===== config.mk =====
export PLATFORM = sky130hd
export DESIGN_NAME = mmio_console_ctrl_flat
export DESIGN_NICKNAME = d
export VERILOG_FILES = /design/src/rtl/mmio_console_ctrl_if.sv /design/src/rtl/mmio_console_ctrl.sv /design/src/flat_wrapper.sv
export SDC_FILE = /design/constraint.sdc
export NUM_CORES = 1
export LEC_CHECK = 0
export CORE_MARGIN = 3
export CORE_UTILIZATION = 45
export DETAILED_ROUTE_END_ITERATION = 8
export PLACE_DENSITY_LB_ADDON = 0.2
export REMOVE_ABC_BUFFERS = 1
export SLEW_MARGIN = 20
export SYNTH_ARGS = -nofsm -noshare
export SYNTH_HDL_FRONTEND = slang
export SYNTH_SLANG_ARGS = --single-unit

===== constraint.sdc =====
create_clock -name clk_i -period 8.4 [get_ports clk_i]
set_input_delay 2.52 -clock clk_i [delete_from_list [all_inputs] [get_ports clk_i]]
set_output_delay 2.52 -clock clk_i [all_outputs]
set_load 0.005 [all_outputs]

===== src/rtl/mmio_console_ctrl_if.sv =====
// MMIO access channel for the console controller.
// Signals: mmio_req_i (one-cycle access strobe), mmio_addr_i (byte address),
// mmio_wdata_i / mmio_strb_i (write data and byte enables), mmio_we_i
// (1 = write), mmio_rdata_o (registered read data, one cycle after request).
// The master modport drives the request side; the slave modport answers it.
interface mmio_console_ctrl_if #(
  parameter int unsigned MMIOAddrWidth = 31,
  parameter int unsigned DataWidth     = 64
);
  localparam int unsigned StrbWidth = DataWidth / 8;

  logic                     mmio_req_i;
  logic [MMIOAddrWidth-1:0] mmio_addr_i;
  logic [DataWidth-1:0]     mmio_wdata_i;
  logic [StrbWidth-1:0]     mmio_strb_i;
  logic                     mmio_we_i;
  logic [DataWidth-1:0]     mmio_rdata_o;

  modport master (
    output mmio_req_i, mmio_addr_i, mmio_wdata_i, mmio_strb_i, mmio_we_i,
    input  mmio_rdata_o
  );

  modport slave (
    input  mmio_req_i, mmio_addr_i, mmio_wdata_i, mmio_strb_i, mmio_we_i,
    output mmio_rdata_o
  );
endinterface


===== src/rtl/mmio_console_ctrl.sv =====
// Simulation console controller: an MMIO register window that queues printed
// characters into a TX FIFO, latches a one-shot test-end code and exposes a
// status register and (optionally) a free-running cycle counter.
//
// Ports:
//   clk_i, rst_ni          clock, asynchronous active-low reset
//   mmio                   MMIO slave channel (request in, registered rdata out)
//   char_valid_o, char_o   TX character stream, head of the FIFO (registered)
//   char_ready_i           sink accepts char_o
//   stop_o, stop_code_o    sticky test-end flag and its result code
//
// Register map (addr[4:3]): 0 PRINT, 1 STOP, 2 STATUS, 3 CYCLE.
// Build option: define MMIO_CONSOLE_CYCLE_COUNTER_EN to include the 64-bit
// cycle counter; without it CYCLE reads 0 and no counter flops exist.
module mmio_console_ctrl #(
  parameter int unsigned              MMIOAddrWidth = 31,
  parameter int unsigned              DataWidth     = 64,
  parameter int unsigned              FifoDepth     = 16,
  parameter logic [MMIOAddrWidth-1:0] BaseAddr      = MMIOAddrWidth'(31'h1000_0000)
) (
  input  logic                      clk_i,
  input  logic                      rst_ni,
  mmio_console_ctrl_if.slave        mmio,
  output logic                      char_valid_o,
  output logic [7:0]                char_o,
  input  logic                      char_ready_i,
  output logic                      stop_o,
  output logic [31:0]               stop_code_o
);
  localparam int unsigned PtrWidth = $clog2(FifoDepth);
  localparam int unsigned CntWidth = PtrWidth + 1;

  typedef enum logic [1:0] {
    RegPrint  = 2'd0,
    RegStop   = 2'd1,
    RegStatus = 2'd2,
    RegCycle  = 2'd3
  } reg_sel_e;

  logic [7:0]          mem [FifoDepth];
  logic [PtrWidth-1:0] wr_ptr_q, rd_ptr_q;
  logic [CntWidth-1:0] count_q;
  logic                ovf_q;
  logic [63:0]         cycle_val;

  logic                hit, push, pop, full, push_ok, ovf_set, stop_load;
  reg_sel_e            sel;
  logic [CntWidth-1:0] count_n;
  logic [PtrWidth-1:0] rd_ptr_n;
  logic [7:0]          head_n;
  logic [63:0]         rdata_wide;
  logic [DataWidth-1:0] rdata_n;

  // Address decode, FIFO bookkeeping and read-data selection.
  always_comb begin
    hit        = 1'b0;
    sel        = RegPrint;
    push       = 1'b0;
    pop        = 1'b0;
    full       = 1'b0;
    push_ok    = 1'b0;
    ovf_set    = 1'b0;
    stop_load  = 1'b0;
    count_n    = count_q;
    rd_ptr_n   = rd_ptr_q;
    head_n     = 8'h00;
    rdata_wide = 64'h0;
    rdata_n    = '0;

    hit  = mmio.mmio_req_i &&
           (mmio.mmio_addr_i[MMIOAddrWidth-1:5] == BaseAddr[MMIOAddrWidth-1:5]);
    sel  = reg_sel_e'(mmio.mmio_addr_i[4:3]);
    push = hit && mmio.mmio_we_i && (sel == RegPrint) && mmio.mmio_strb_i[0];
    pop  = char_valid_o && char_ready_i;
    full = (count_q == CntWidth'(FifoDepth));
    // A full FIFO still takes a byte when the head leaves in the same cycle.
    push_ok   = push && (!full || pop);
    ovf_set   = push && full && !pop;
    stop_load = hit && mmio.mmio_we_i && (sel == RegStop) && !stop_o;

    count_n  = count_q + CntWidth'(push_ok) - CntWidth'(pop);
    rd_ptr_n = rd_ptr_q + PtrWidth'(pop);
    // The incoming byte becomes the head when it lands at the new read slot.
    if (count_n == '0)
      head_n = 8'h00;
    else if (push_ok && (wr_ptr_q == rd_ptr_n))
      head_n = mmio.mmio_wdata_i[7:0];
    else
      head_n = mem[rd_ptr_n];

    if (hit && !mmio.mmio_we_i) begin
      unique case (sel)
        RegPrint:  rdata_wide = 64'h0;
        RegStop:   rdata_wide = {31'b0, stop_o, stop_code_o};
        RegStatus: rdata_wide = {ovf_q, 47'b0, 16'(count_q)};
        RegCycle:  rdata_wide = cycle_val;
        default:   rdata_wide = 64'h0;
      endcase
    end
    rdata_n = DataWidth'(rdata_wide);
  end

  // Character storage; validity is tracked by count_q, so no reset is needed.
  always_ff @(posedge clk_i) begin
    if (push_ok) mem[wr_ptr_q] <= mmio.mmio_wdata_i[7:0];
  end

  // Control state and registered outputs.
  always_ff @(posedge clk_i or negedge rst_ni) begin
    if (!rst_ni) begin
      wr_ptr_q          <= '0;
      rd_ptr_q          <= '0;
      count_q           <= '0;
      ovf_q             <= 1'b0;
      char_valid_o      <= 1'b0;
      char_o            <= 8'h00;
      stop_o            <= 1'b0;
      stop_code_o       <= 32'h0;
      mmio.mmio_rdata_o <= '0;
    end else begin
      if (push_ok) wr_ptr_q <= wr_ptr_q + PtrWidth'(1);
      rd_ptr_q          <= rd_ptr_n;
      count_q           <= count_n;
      if (ovf_set) ovf_q <= 1'b1;
      char_valid_o      <= (count_n != '0);
      char_o            <= head_n;
      if (stop_load) begin
        stop_o      <= 1'b1;
        stop_code_o <= mmio.mmio_wdata_i[31:0];
      end
      mmio.mmio_rdata_o <= rdata_n;
    end
  end

`ifdef MMIO_CONSOLE_CYCLE_COUNTER_EN
  logic [63:0] cycle_q;

  // Free-running cycle counter, wraps naturally at 2^64.
  always_ff @(posedge clk_i or negedge rst_ni) begin
    if (!rst_ni) cycle_q <= 64'h0;
    else         cycle_q <= cycle_q + 64'd1;
  end
  assign cycle_val = cycle_q;
`else
  assign cycle_val = 64'h0;
`endif

  // Address offset bits, upper write data and upper strobes carry no meaning.
  logic unused_bits;
  assign unused_bits = ^{mmio.mmio_addr_i[2:0], mmio.mmio_wdata_i, mmio.mmio_strb_i};
endmodule


===== src/flat_wrapper.sv =====
// flat-port wrapper written by rule: the top's interface ports become plain ports
module mmio_console_ctrl_flat 
#(
  parameter int unsigned              MMIOAddrWidth = 31,
  parameter int unsigned              DataWidth     = 64,
  parameter int unsigned              FifoDepth     = 16,
  parameter logic [MMIOAddrWidth-1:0] BaseAddr      = MMIOAddrWidth'(31'h1000_0000)
)
  (clk_i, rst_ni, char_valid_o, char_o, char_ready_i, stop_o, stop_code_o, mmio_mmio_req_i, mmio_mmio_addr_i, mmio_mmio_wdata_i, mmio_mmio_strb_i, mmio_mmio_we_i, mmio_mmio_rdata_o);
  mmio_console_ctrl_if #(.MMIOAddrWidth(MMIOAddrWidth), .DataWidth(DataWidth)) mmio_i ();
  input  logic clk_i;
  input  logic rst_ni;
  output logic char_valid_o;
  output logic [7:0] char_o;
  input  logic char_ready_i;
  output logic stop_o;
  output logic [31:0] stop_code_o;
  input wire logic [$bits(mmio_i.mmio_req_i)-1:0] mmio_mmio_req_i;
  input wire logic [$bits(mmio_i.mmio_addr_i)-1:0] mmio_mmio_addr_i;
  input wire logic [$bits(mmio_i.mmio_wdata_i)-1:0] mmio_mmio_wdata_i;
  input wire logic [$bits(mmio_i.mmio_strb_i)-1:0] mmio_mmio_strb_i;
  input wire logic [$bits(mmio_i.mmio_we_i)-1:0] mmio_mmio_we_i;
  output wire logic [$bits(mmio_i.mmio_rdata_o)-1:0] mmio_mmio_rdata_o;
  assign mmio_i.mmio_req_i = mmio_mmio_req_i;
  assign mmio_i.mmio_addr_i = mmio_mmio_addr_i;
  assign mmio_i.mmio_wdata_i = mmio_mmio_wdata_i;
  assign mmio_i.mmio_strb_i = mmio_mmio_strb_i;
  assign mmio_i.mmio_we_i = mmio_mmio_we_i;
  assign mmio_mmio_rdata_o = mmio_i.mmio_rdata_o;
  mmio_console_ctrl #(.MMIOAddrWidth(MMIOAddrWidth), .DataWidth(DataWidth), .FifoDepth(FifoDepth), .BaseAddr(BaseAddr)) u_core (.clk_i(clk_i), .rst_ni(rst_ni), .mmio(mmio_i), .char_valid_o(char_valid_o), .char_o(char_o), .char_ready_i(char_ready_i), .stop_o(stop_o), .stop_code_o(stop_code_o));
endmodule

==> results of run 1 <==
## layout make-up
cell class | instances | area (um2)
Multi-Input combinational cell | 247 | 2650
Tap cell | 265 | 332
Fill cell | 1489 | 8350
Clock inverter | 15 | 140
Inverter | 21 | 78.8
Clock buffer | 26 | 587
Timing Repair Buffer | 143 | 1420
Sequential cell | 218 | 6100
## kinds of logic (layout without fill, tap and decap cells)
kind of cell	Yosys count	count (layout)	share of synthesized area
AOI/OAI and AO/OA	29	29	0.0223
xor gates and xnor gates	12	12	0.0144
adders and majority gates	13	13	0.0187
buffers and inverters	71	205	0.0522
DFF	218	218	0.670
muxes	72	72	0.152
other	1	30	0.000412
and+or+nand+nor	91	91	0.0704
## cell usage after synthesis (4+ instances only)
| master | instances |
|---|---|
| sky130_fd_sc_hd__clkbuf_1 | 7 |
| sky130_fd_sc_hd__o21ai_1 | 8 |
| sky130_fd_sc_hd__buf_6 | 4 |
| sky130_fd_sc_hd__a22oi_1 | 5 |
| sky130_fd_sc_hd__inv_1 | 21 |
| sky130_fd_sc_hd__mux4_2 | 37 |
| sky130_fd_sc_hd__xor2_1 | 4 |
| sky130_fd_sc_hd__and2_1 | 30 |
| sky130_fd_sc_hd__buf_4 | 34 |
| sky130_fd_sc_hd__nor2_1 | 11 |
| sky130_fd_sc_hd__and4_1 | 5 |
| sky130_fd_sc_hd__nor3b_2 | 4 |
| sky130_fd_sc_hd__mux2_4 | 29 |
| sky130_fd_sc_hd__nor4_2 | 4 |
| sky130_fd_sc_hd__and3_1 | 4 |
| sky130_fd_sc_hd__xnor2_1 | 6 |
| sky130_fd_sc_hd__o211ai_1 | 8 |
| sky130_fd_sc_hd__edfxtp_1 | 128 |
| sky130_fd_sc_hd__and3b_1 | 4 |
| sky130_fd_sc_hd__nand2_1 | 7 |
| sky130_fd_sc_hd__dfrtp_1 | 90 |
| sky130_fd_sc_hd__ha_1 | 12 |
## critical path, delay by kind of cell
kind                     cells  cell delay (ns)
adder cells (fa/ha/maj)      2             0.66
buffers and inverters        2             0.48
AO/OA/AOI/OAI                4             1.36
AND/OR/NAND/NOR              6             1.70
## flip-flops by register name (all words and copies together) (netlist names)
name and cells:
u_core.stop_code_o 32, u_core.mmio.mmio_rdata_o 34, u_core.rd_ptr_q 4, u_core.count_q 5, u_core.wr_ptr_q 4, u_core.char_o 8, u_core.mem 128, u_core.stop_o 1
u_core.char_valid_o 1, u_core.ovf_q 1
## power breakdown
part           internal (mW)  switching [mW]  leakage (nW)
logic                  0.472           0.455          1.65
clock network          0.589           0.385         0.350
registers               1.19          0.0280          2.35
## metal layers
metal,GRT usage,up-vias
met5,0,-
met4,0.0402,0
met3,0.0308,31
met2,0.269,157
met1,0.214,2362
li1,-,2128
## final timing paths
path / end / slack, ns / cells after the start
setup / recovery: u_core.char_o[0] / 2.06 / 14
hold / removal: u_core.ovf_q / 0.47 / 1
setup reg to reg: u_core.char_o[0] / 4.69 / 15
hold reg to reg: u_core.ovf_q / 0.47 / 1
max in group asynchronous: u_core.mmio.mmio_rdata_o[7] / 5.36 / 2
min in group asynchronous: u_core.mmio.mmio_rdata_o[8] / 2.01 / 1
## per-stage QoR
stage,instances,util,cell area (um2),setup WS [ns]
6_report,935,0.575,11300,2.06
4_1_cts,935,0.575,11300,2.06
3_5_place_dp,894,0.538,10600,1.56
5_1_grt,935,0.575,11300,1.82
3_3_place_gp,894,0.538,10600,1.64
2_1_floorplan,486,-,8810,2.82
## cell usage in the layout (no fill, tap or decap), types with 5 or more instances in the layout
cell and instances:
sky130_fd_sc_hd__edfxtp_1 128, sky130_fd_sc_hd__conb_1 30, sky130_fd_sc_hd__xnor2_1 6, sky130_fd_sc_hd__nand2_1 7, sky130_fd_sc_hd__mux2_4 29, sky130_fd_sc_hd__o211ai_1 8
sky130_fd_sc_hd__and2_1 30, sky130_fd_sc_hd__mux4_2 37, sky130_fd_sc_hd__inv_1 21, sky130_fd_sc_hd__a22oi_1 5, sky130_fd_sc_hd__clkinv_1 8, sky130_fd_sc_hd__clkbuf_16 23
sky130_fd_sc_hd__dfrtp_1 90, sky130_fd_sc_hd__and4_1 5, sky130_fd_sc_hd__clkdlybuf4s50_1 140, sky130_fd_sc_hd__ha_1 10, sky130_fd_sc_hd__nor2_1 11, sky130_fd_sc_hd__o21ai_1 8
==> out/metrics.json, run 1 <==
{
  "outcome": "completed",
  "synth_enable_flop_cells": 128,
  "hold_buffer_count_at_cts": 0,
  "cts_inserted_buffers": 23,
  "tns_setup_ns": 0,
  "synthTopCellsByArea": "sky130_fd_sc_hd__edfxtp_1 (42%), sky130_fd_sc_hd__dfrtp_1 (25%), sky130_fd_sc_hd__mux4_2 (9.2%)",
  "grt_max_degree": 48,
  "post_route_met1_wirelength_mm": 7.45,
  "cp-end-kind": "flip-flop",
  "timing.hold.worst.class": "flip-flop to flip-flop",
  "worst_path_max_delay_cell": "sky130_fd_sc_hd__o21bai_1",
  "postCtsSetupRepairBufs": 0,
  "worstPathArrival_ns": 6.74,
  "crit_fanout": 12,
  "placeableCoreArea_um2": 19700,
  "dieHeight_um": 148,
  "met2_wl_post_dr_mm": 8.75,
  "post_cts_resized": 0,
  "maxCapViolCount": 0,
  "antenna_cells_inserted": 0,
  "hpwlAfterDp_mm": 12.0,
  "worst-endpoint-required_ns": 8.80,
  "setup.worst_path.start_class": "input pin",
  "tritoncts_num_sinks": 218,
  "finalHoldViolations": 0,
  "vias_per_cell": 5.00,
  "power.total_mw": 3.12,
  "setup.worst_path.class": "input pin to flip-flop",
  "drt_drc_violations_left": 0,
  "yosys_register_bits": 218,
  "yosysWarnings": 0,
  "timing_worst_slew_pin_value_ns": 0.976,
  "detailedRoute.firstIterationViolations": 240,
  "netlist_area_um2": 9100,
  "power_density_nw_per_um2": 276,
  "clock_tree_from_tritoncts": "done",
  "antenna_found_initial": 0,
  "timing.max_slew.rel_slack": 0.349,
  "synth_ff_type": "sky130_fd_sc_hd__edfxtp_1",
  "place.gp.congestion": 0.783,
  "p_leak_nw": 4.36,
  "final_period_demand_of_the_worst_path_ns": 6.34,
  "root_buffer": "sky130_fd_sc_hd__clkbuf_16",
  "max-clock-path-buffers": 3,
  "final_net_count": 775,
  "drt.antenna.violating_nets": 0,
  "synth.top_cell.area_share": 0.422,
  "synth.distinct_cells": 53,
  "postSynthCellCount": 507,
  "number_of_global_route_vias_before_repair": 5069,
  "port_buffers": 141,
  "met3_wirelength_mm": 1.14,
  "critical-path-max-stage-delay_ns": 0.71,
  "synth_async_sr_flop_share": 0.413,
  "clkSlewWorstSetupHoldPaths_ns": 0.06,
  "die_w_um": 148,
  "min-delay-start": "u_core.ovf_q",
  "seq_area_frac_synth": 0.670,
  "setup-violations-final": 0,
  "rsz0062_at_grt": "no",
  "rows": 51,
  "overflow": 0,
  "boundaryPins": 214,
  "groute.usage.overall": 0.159,
  "post_route_cells_drive_above_1_share": 0.185,
  "cts-htree-levels": 1,
  "worstSkewPairLatency_ns": 0.49,
  "via_count": 4678,
  "period_share": 0.755,
  "dieArea_um2": 22000,
  "area.growth.synth_to_final_pct": 24.2,
  "crit_chain": "clkdlybuf4s50_1 > nor4_2 > nand4_2 > nor4_1 > and2_1 > ha_1 > inv_1 > fa_1 > nand2b_1 > a21oi_1 > nor3_1 > o21bai_1 > o21bai_4 > o21ai_1",
  "clock-skew-final_ns": 0.00928,
  "wl_per_cell_um": 18.9,
  "synth.avg_cell_area_um2": 18.0,
  "grt_first_pass_wirelength_mm": 27.8,
  "achievable-frequency_mhz": 158,
  "vdd_ir_drop_max_mv": 0.134,
  "hold_slack_ns": 0.466,
  "drt_first_pass_iters": 4,
  "totalWireLength_mm": 17.7,
  "top_signal_layer_used": "met4",
  "synth_largest_area_cell": "sky130_fd_sc_hd__edfxtp_1",
  "maxSlewViolCount": 0,
  "worstReg2RegStart": "u_core.count_q[3]",
  "initial_utilization": 0.463,
  "setup.worst_path.start": "mmio_mmio_addr_i[9]"
}
No activity file was read; power rests on OpenSTA's default activity.
==> run 2: changes to the inputs <==
- clock period: 8.4 -> 5.3 ns (I/O delays scaled with it)
==> out/metrics.json, run 2 (same netlist as run 1, synthesis figures left out) <==
{
  "hpwlAfterDp": {"value": 12.3, "unit": "mm", "change": "+3.2%"},
  "groute.usage.overall": {"value": 0.164, "change": "+0.00476"},
  "timing_worst_slew_pin_value": {"value": 1.04, "unit": "ns", "change": "+0.0616 ns"},
  "achievable-frequency_mhz": 202,
  "crit_chain": "clkdlybuf4s50_1 > nor4_2 > nand4_2 > nor4_1 > buf_4 > and2_1 > ha_1 > inv_1 > fa_1 > nand2b_1 > a21oi_1 > nor3_1 > o21bai_1 > o21bai_4 > o21ai_1",
  "rsz0062_at_grt": "no",
  "worst-endpoint-required": {"value": 5.71, "unit": "ns", "change": "-3.09 ns"},
  "setup-violations-final": {"value": 0, "change": "unchanged"},
  "maxCapViolCount": {"value": 0, "change": "unchanged"},
  "antenna_found_initial": {"value": 0, "change": "unchanged"},
  "grt_max_degree": {"value": 51, "change": "+6.3%"},
  "power.total": {"value": 5.06, "unit": "mW", "change": "+62%"},
  "period_share": 0.933,
  "cp-end-kind": "flip-flop",
  "post_route_cells_drive_above_1_share": {"value": 0.205, "change": "+0.0196"},
  "final_period_demand_of_the_worst_path_ns": 4.94,
  "worstPathArrival": {"value": 5.36, "unit": "ns", "change": "-1.38 ns"},
  "worstSkewPairLatency": {"value": 0.51, "unit": "ns", "change": "+0.02 ns"},
  "drt_first_pass_iters": {"value": 4, "change": "unchanged"},
  "root_buffer": "sky130_fd_sc_hd__clkbuf_16",
  "timing.hold.worst.class": "flip-flop to flip-flop",
  "post_cts_resized": {"value": 0, "change": "unchanged"},
  "dieHeight": {"value": 148, "unit": "um", "change": "unchanged"},
  "top_register": "u_core.mem",
  "final_net_count": {"value": 784, "change": "+1.2%"},
  "overflow": {"value": 0, "change": "unchanged"},
  "crit_buf_inv": {"value": 3, "change": "+1"},
  "p_leak": {"value": 4.44, "unit": "nW", "change": "+1.8%"},
  "antenna_cells_inserted": {"value": 0, "change": "unchanged"},
  "top_regs": "u_core.mem: 128 flops, u_core.mmio.mmio_rdata_o: 34 flops, u_core.stop_code_o: 32 flops",
  "timing.max_slew.rel_slack": {"value": 0.308, "change": "-0.0411"},
  "outcome": "completed",
  "tritoncts_num_sinks": {"value": 218, "change": "unchanged"},
  "dieArea": {"value": 22000, "unit": "um2", "change": "unchanged"},
  "postCtsSetupRepairBufs": {"value": 0, "change": "unchanged"},
  "wl_per_cell": {"value": 18.9, "unit": "um", "change": "-0.27%"},
  "via_count": {"value": 4663, "change": "-0.32%"},
  "setup.worst_path.class": "input pin to flip-flop",
  "clock_tree_from_tritoncts": "done",
  "hold_buffer_count_at_cts": {"value": 0, "change": "unchanged"},
  "port_buffers": {"value": 141, "change": "unchanged"},
  "setup.worst_path.start_class": "input pin",
  "clock-skew-final": {"value": 0.0193, "unit": "ns", "change": "+0.0101 ns"},
  "area.growth.synth_to_final_pct": 25.5,
  "final_design_area_no_fill": {"value": 11400, "unit": "um2", "change": "+1.0%"},
  "detailedRoute.firstIterationViolations": {"value": 268, "change": "+12%"},
  "vdd_ir_drop_max": {"value": 0.235, "unit": "mV", "change": "+75%"},
  "cts_inserted_buffers": {"value": 23, "change": "unchanged"},
  "worst_path_max_delay_cell": "sky130_fd_sc_hd__o21bai_1",
  "initial_utilization": {"value": 0.463, "change": "unchanged"},
  "final_core_util": {"value": 0.581, "change": "+0.00598"},
  "reg2reg_slack": {"value": 1.96, "unit": "ns", "change": "-2.73 ns"},
  "totalWireLength": {"value": 17.8, "unit": "mm", "change": "+0.69%"},
  "die_w": {"value": 148, "unit": "um", "change": "unchanged"},
  "largest_register_ff_count": {"value": 128, "change": "unchanged"},
  "cts-htree-levels": {"value": 1, "change": "unchanged"},
  "vias_per_cell": {"value": 4.94, "change": "-1.3%"},
  "grt_first_pass_wirelength": {"value": 28.5, "unit": "mm", "change": "+2.6%"},
  "drt_drc_violations_left": {"value": 0, "change": "unchanged"},
  "finish.cell_count_without_fillers": {"value": 944, "change": "+0.96%"},
  "critical-path-max-stage-delay": {"value": 0.69, "unit": "ns", "change": "-0.02 ns"},
  "max-clock-path-buffers": {"value": 3, "change": "unchanged"},
  "hold_slack": {"value": 0.465, "unit": "ns", "change": "-0.000605 ns"},
  "most-common-layout-cells": "sky130_fd_sc_hd__clkdlybuf4s50_1 (140), sky130_fd_sc_hd__edfxtp_1 (128), sky130_fd_sc_hd__dfrtp_1 (90), sky130_fd_sc_hd__mux4_2 (37)",
  "dp.cells": {"value": 903, "change": "+1.0%"},
  "finalHoldViolations": {"value": 0, "change": "unchanged"},
  "crit_fanout": {"value": 10, "change": "-2"},
  "power_density": {"value": 443, "unit": "nW/um2", "change": "+61%"},
  "drt.antenna.violating_nets": {"value": 0, "change": "unchanged"},
  "layout.cells.most_common": "sky130_fd_sc_hd__clkdlybuf4s50_1",
  "placeableCoreArea": {"value": 19700, "unit": "um2", "change": "unchanged"},
  "clkSlewWorstSetupHoldPaths": {"value": 0.06, "unit": "ns", "change": "about the same"},
  "place.gp.congestion": {"value": 0.787, "change": "+0.49%"},
  "critical-path-top-delay-family": "compound AO/OA/AOI/OAI gates",
  "boundaryPins": {"value": 214, "change": "unchanged"},
  "rows": {"value": 51, "change": "unchanged"},
  "maxSlewViolCount": {"value": 0, "change": "unchanged"},
  "post_dp_cell_area": {"value": 10600, "unit": "um2", "change": "+0.62%"},
  "number_of_global_route_vias_before_repair": {"value": 5087, "change": "+0.36%"}
}
-- run 2: cell types whose count changed in the layout (fill, tap and decap cells not counted), sizes merged --
| cell | delta |
|---|---|
| clkinv | -3 |
| buf | +9 |
| inv | +1 |
| clkbuf | +2 |
-- run 2: per-layer routing --
metal / up-vias / part of all wire / GRT usage
li1: 2147 / - / -
met1: 2334 / 0.42 / 0.216
met2: 159 / 0.50 / 0.284
met3: 23 / 0.068 / 0.0326
met4: 0 / 0.014 / 0.0351
met5: - / 0 / 0
-- run 2: where the power goes --
part | switching [mW] | leakage (nW) | internal (mW)
logic | 0.713 | 1.70 | 0.775
clock network | 0.641 | 0.382 | 0.999
registers | 0.0467 | 2.35 | 1.88
total | 1.40 | 4.44 | 3.66
-- run 2: cell type report --
| class | instances | area, um2 |
|---|---|---|
| fill | 1487 | 8230 |
| sequential | 218 | 6100 |
| multi-input combinational | 247 | 2640 |
| timing repair buffer | 152 | 1490 |
| clock buffer | 28 | 636 |
| tap | 265 | 332 |
| clock inverter | 13 | 146 |
| inverter | 21 | 78.8 |
-- run 2: through the flow --
step | setup TNS, ns | worst slack [ns]
3_5_place_dp | -0.984 | -0.176
4_1_cts | 0 | 0.309
3_3_place_gp | -0.493 | -0.103
6_report | 0 | 0.355
5_1_grt | 0 | 0.0780
2_1_floorplan | 0 | 0.652
-- run 2: final timing paths --
check	start	endpoint	cells past startpoint
setup / recovery	mmio_mmio_addr_i[9]	u_core.char_o[3]	15
hold / removal	u_core.ovf_q	u_core.ovf_q	1
setup reg to reg	u_core.count_q[2]	u_core.char_o[3]	15
hold reg to reg	u_core.ovf_q	u_core.ovf_q	1
max in group asynchronous	rst_ni	u_core.count_q[3]	2
min in group asynchronous	rst_ni	u_core.mmio.mmio_rdata_o[13]	1
